## src/rtl/mem_port_arbiter.sv

```systemverilog
// mem_port_arbiter: shares one single-port synchronous RAM between fetch and data ports.
// ARB_ROUND_ROBIN_EN selects round-robin on contention; otherwise data has fixed priority.
module mem_port_arbiter #(
    parameter int ADDR_W  = 32,
    parameter int DATA_W  = 32,
    parameter int MEM_LAT = 1
) (
    input  logic                clk,
    input  logic                rst,
    input  logic                if_req,
    input  logic [ADDR_W-1:0]   if_addr,
    output logic [DATA_W-1:0]   if_rdata,
    output logic                if_ready,
    input  logic                d_req,
    input  logic [DATA_W/8-1:0] d_we,
    input  logic [ADDR_W-1:0]   d_addr,
    input  logic [DATA_W-1:0]   d_wdata,
    output logic [DATA_W-1:0]   d_rdata,
    output logic                d_ready,
    output logic                mem_en,
    output logic [DATA_W/8-1:0] mem_we,
    output logic [ADDR_W-1:0]   mem_addr,
    output logic [DATA_W-1:0]   mem_wdata,
    input  logic [DATA_W-1:0]   mem_rdata
);
    typedef enum logic [1:0] {IDLE, GNT_IF, GNT_D, WAIT} state_t;
    localparam logic [1:0] LAT_INIT = 2'(MEM_LAT - 1);
    state_t state, state_nx;
    logic [1:0] lat_cnt;
    logic last_grant;
    logic ireq, dreq, pick_d, done;
    always_comb begin
        // the port being acknowledged this cycle still holds the same request
        ireq = if_req & ~if_ready;
        dreq = d_req & ~d_ready;
`ifdef ARB_ROUND_ROBIN_EN
        pick_d = dreq & (~ireq | ~last_grant);
`else
        pick_d = dreq;
`endif
        done = state == WAIT && lat_cnt == 2'd0;
        state_nx = state == IDLE ? (pick_d ? GNT_D : ireq ? GNT_IF : IDLE) :
                   state == WAIT ? (done ? IDLE : WAIT) : WAIT;
        mem_en = state == GNT_IF || state == GNT_D;
        mem_addr = state == GNT_D ? d_addr : state == GNT_IF ? if_addr : '0;
        mem_we = state == GNT_D ? d_we : '0;
        mem_wdata = state == GNT_D ? d_wdata : '0;
    end
    always_ff @(posedge clk or posedge rst) begin
        if (rst) begin
            state <= IDLE;
            lat_cnt <= 2'd0;
            last_grant <= 1'b1;
            if_ready <= 1'b0;
            d_ready <= 1'b0;
            if_rdata <= '0;
            d_rdata <= '0;
        end else begin
            state <= state_nx;
            if (state == IDLE && (ireq || dreq))
                last_grant <= pick_d;
            if (mem_en)
                lat_cnt <= LAT_INIT;
            else if (state == WAIT && !done)
                lat_cnt <= lat_cnt - 2'd1;
            if (done && !last_grant)
                if_rdata <= mem_rdata;
            if (done && last_grant)
                d_rdata <= mem_rdata;
            if_ready <= done & ~last_grant;
            d_ready <= done & last_grant;
        end
    end
endmodule

```

## config.mk

```make
export PLATFORM = sky130hd
export DESIGN_NAME = mem_port_arbiter
export DESIGN_NICKNAME = d
export VERILOG_FILES = /design/src/rtl/mem_port_arbiter.sv
export SDC_FILE = /design/constraint.sdc
export NUM_CORES = 1
export LEC_CHECK = 0
export ABC_AREA = 1
export CAP_MARGIN = 20
export CORE_MARGIN = 8
export CORE_UTILIZATION = 38
export CTS_BUF_LIST = sky130_fd_sc_hd__clkbuf_16
export CTS_CLUSTER_SIZE = 12
export DETAILED_ROUTE_END_ITERATION = 10
export GPL_ROUTABILITY_DRIVEN = 0
export GPL_TIMING_DRIVEN = 0
export PLACE_DENSITY = 0.95
export SLEW_MARGIN = 10
export SYNTH_ARGS = -nofsm -noshare
export SYNTH_HDL_FRONTEND = slang
export SYNTH_SLANG_ARGS = --single-unit
```

## constraint.sdc

```tcl
create_clock -name clk -period 6.3 [get_ports clk]
set_clock_uncertainty 0.05 [all_clocks]
set_input_delay 1.26 -clock clk [delete_from_list [all_inputs] [get_ports clk]]
set_output_delay 1.26 -clock clk [all_outputs]
set_load 0.03 [all_outputs]
```

# [Word level (Yosys, flattened, before mapping)]
# Cells that the tools add are included.
# Widths: inputs -> output; s select.
[op_classes] add_sub_neg=1 n_reduce_logical=12 n_eq_ne=3 bitwise=7 n_mux=11
[op_table] operator="$mux 32" n=3
[op_table] operator="$mux 2" n=6
[op_table] operator="$logic_and 1x1->1" n=5
[op_table] operator="$and 1x1->1" n=4
[op_table] operator="$eq 2x2->1 const B" n=2
[op_table] operator="$logic_not 2->1" n=2
[op_table] operator="$mux 4" n=1
[op_table] operator="$not 1->1" n=3
[op_table] operator="$eq 2x1->1 const B" n=1
[op_table] operator="$logic_not 1->1" n=2
[op_table] operator="$logic_or 1x1->1" n=2
[op_table] operator="$reduce_bool 2->1" n=1
[op_table] operator="$sub 2x1->2 const B" n=1
[op_table] operator="$mux 1" n=1
[word_totals] output_inout_bits=135 ff_bits=71 in_bits=136 word_cells=41

# [Logic depth before layout (Yosys ltp)]
[depth] ltp_word=6 ltp_mapped=7 ltp_nobuf=7

# [Worst setup path before layout]
# No wires, ideal clock.
[synth_timing] path_type="input to output" startpoint="in if_addr[10]" endpoint="out mem_addr[10]" required_ps=4990 path_stages=2 slack_ps=3447 path_buffers=0 arrival_ps=1543 cell_sequence="nand3_1 nand2_1"
[synth_via] elab_chain_cells=2
[synth_rtl] item="from (decl)" line="11" rtl="input logic [ADDR_W-1:0] if_addr,"
[synth_rtl] item="$mux 32 (2 in a row)" line="45" rtl="mem_addr = state == GNT_D ? d_addr : state == GNT_IF ? if_addr : '0;"
[synth_rtl] item="to (decl)" line="22" rtl="output logic [ADDR_W-1:0] mem_addr,"
# No other way between the ends.

# [Final worst setup path]
[layout_timing] startpoint="in d_addr[4]" endpoint="out mem_addr[4]"
[layout_via] elab_chain_cells=1
[layout_rtl] item="from (decl)" line="16" rtl="input logic [ADDR_W-1:0] d_addr,"
[layout_rtl] item="$mux 32" line="45"
# No other way between the ends.

==> results by group <==
Routing
  • DRC: 0
  • Post-route ant nets: 0
  • Vias/cell: 4.678
  • Drt initial violations: 234
  • Post-Route WL: 17.28 mm
  • Vias: 4149
  • Pre-antenna DRT Iters: 4
  • Wire length per cell: 19.48 um

Logic synthesis
  • Synth warnings: 0
  • Yosys cell types: 17
  • Synthesized area: 3737 um2
  • Synth Register Bits: 71
  • Synthesized instance count: 467
  • Syn Nets: 609
  • Synth Area per Inst: 8.003 um2
  • Sequential-to-total area share from yosys stat: 47.57%

Placed design
  • I/O Buffers: 270
  • Placed insts: 871
  • Post-placement setup slack: 2.338 ns
  • HPWL after DPL: 13.92 mm

Timing
  • RSZ-0062 raised after global routing: no
  • Slew margin rel.: 64.16%
  • Fin. max-slew vios: 0
  • Fmax: 252.1 MHz
  • Setup TNS: 0 ns
  • Fin worst setup slack: 2.334 ns
  • Least-Margin Pin Slew: 0.5375 ns
  • Final period util: 62.96%
  • Final Setup Violations: 0
  • Period minus WS final: 3.966 ns
  • Fin. Hold Viols: 0
  • Hold_ws: 0.4302 ns

Global route
  • Total GRT Usage: 25.49%
  • Vias in the first global route: 4427
  • First-pass GRT wire length: 25.44 mm
  • Total gr overflow: 0
  • Initial antenna violation count: 1
  • Largest net degree at the start of global routing: 62

Floorplanning
  • Io pins: 271
  • FP Rows: 36
  • CORE AREA: 9639 um2
  • Die Height: 115.2 um
  • Starting Density: 38.77%
  • Die width: 115.2 um
  • Die area: 13260 um2

CTS
  • Clock Path Buffers: 2
  • PostCTS Resize Cnt: 0
  • Root Driver: clkbuf_16
  • # hold bufs at CTS: 0
  • Num CTS Buffers: 9
  • CTS tree: built
  • Htree depth: 3
  • Worst-skew pair later-pin latency: 0.32 ns
  • CTS sink cnt: 71
  • Setup Buffers After CTS: 0
  • Worst-path clk slew: 0.06 ns

Setup path
  • Crit path DAT: 2.66 ns
  • Critical path's slowest cell: clkdlybuf4s50_1
  • CP top delay family: buffers and inverters
  • Worst Path Required: 4.99 ns
  • CP bufs+invs: 2
  • Slowest Stage Delay on Critical Path: 0.69 ns
  • Worst Path Max Fanout: 1
  • Element type at the critical path end: primary output
  • Crit path kind: input pin to primary output
  • Startpoint Class: input pin
  • Crit path cell chain: clkdlybuf4s50_1, nand2_1, nand2_1, clkdlybuf4s50_1

Final layout
  • Area growth syn-to-layout: 84.83%
  • Final net count: 891
  • Post-Layout Cell Count: 887
  • Most frequent cells in the layout: clkdlybuf4s50_1, nand2_1, inv_1
  • Number of diodes: 0
  • Most common cell after layout, fill and taps aside: clkdlybuf4s50_1
  • Layout cells sized above 1: 11.80%

Power
  • Pwr per Cell Area: 569.5 nW/um2
  • VDD IR max: 0.3849 mV
  • Tot Pwr: 0.003934 W
  • Pleak: 3.469 nW

Min path
  • Worst min path class: flip-flop to flip-flop

Status
  • Outcome: finished clean

Run
  • Max-cap violations: 0
-- kinds of logic after synthesis --
kind of cell               synth area share, %
AOI/OAI and AO/OA                        13.39
adders and majority gates                2.009
buffers and inverters                    13.93
DFF                                      47.57
and+or+nand+nor                          23.10
-- Yosys cell counts --
library cell | instances | area [um2]
nand2_1 | 174 | 653.1
inv_1 | 83 | 311.6
dfrtp_1 | 70 | 1752
o21ai_2 | 46 | 402.9
nand3_1 | 36 | 180.2
o21ai_1 | 18 | 90.09
buf_6 | 12 | 135.1
buf_2 | 10 | 50.05
ha_1 | 6 | 75.07
clkbuf_1 | 3 | 11.26
buf_1 | 2 | 7.510
nand3_2 | 2 | 20.02
a21o_1 | 1 | 7.510
clkbuf_2 | 1 | 5.000
dfstp_2 | 1 | 26.28
nand4_1 | 1 | 6.260
nor2_1 | 1 | 3.750
-- worst register-to-register path: cells and delay by family, from the launching register on --
family	cells	cell delay, ns
adder cells (fa/ha/maj)	1	0.28
buffers and inverters	1	0.43
flip-flops	1	0.41
AO/OA/AOI/OAI	1	0.13
AND/OR/NAND/NOR	1	0.12
-- state kept, by name (all words and copies together) (netlist names) --
register    cells
lat_cnt         2
last_grant      1
if_ready        1
d_ready         1
d_rdata        32
state           2
if_rdata       32
-- path summary, 6_finish.rpt --
path,start,end,slack (ns),cells past startpoint
max,d_addr[4],mem_addr[4],2.33,4
max in group asynchronous,rst,last_grant,4.49,3
max reg2reg,state[1],d_rdata[31],4.75,4
min in group asynchronous,rst,d_rdata[13],1.13,2
min,if_rdata[29],if_rdata[29],0.43,2
min reg2reg,if_rdata[29],if_rdata[29],0.43,2
-- final cells by class --
cell class              instances  area (um2)
fillers                       687        2731
repair buffers                271        2730
flip-flops and latches         71        1778
multi-input cells             285        1439
inverters                      83       314.1
clock buffers                   9       225.2
plain buffers                  28       209.0
well taps                     133       166.4
clock inverters                 7       46.29
-- per-stage QoR --
stage / area (um2) / util, %
3_3_place_gp: 6606 / 68.54
5_1_grt: 6908 / 71.66
6_report: 6908 / 71.66
3_5_place_dp: 6636 / 68.85
2_1_floorplan: 3737 / -
4_1_cts: 6908 / 71.66
-- power breakdown --
part | internal [W] | switching, W | leakage, nW
registers | 0.000683 | 0.000136 | 0.874
clock network | 0.000266 | 0.000192 | 0.130
logic | 0.00103 | 0.00163 | 2.46
total | 0.00198 | 0.00195 | 3.47
-- layer usage --
metal	vias up	global-route usage (%)	share of wire (%)
li1	1984	-	-
met1	1930	25.74	36
met2	199	45.71	50
met3	34	8.981	10
met4	2	12.61	3.9
met5	-	0	0.075
(Power assumes the default switching activity.)
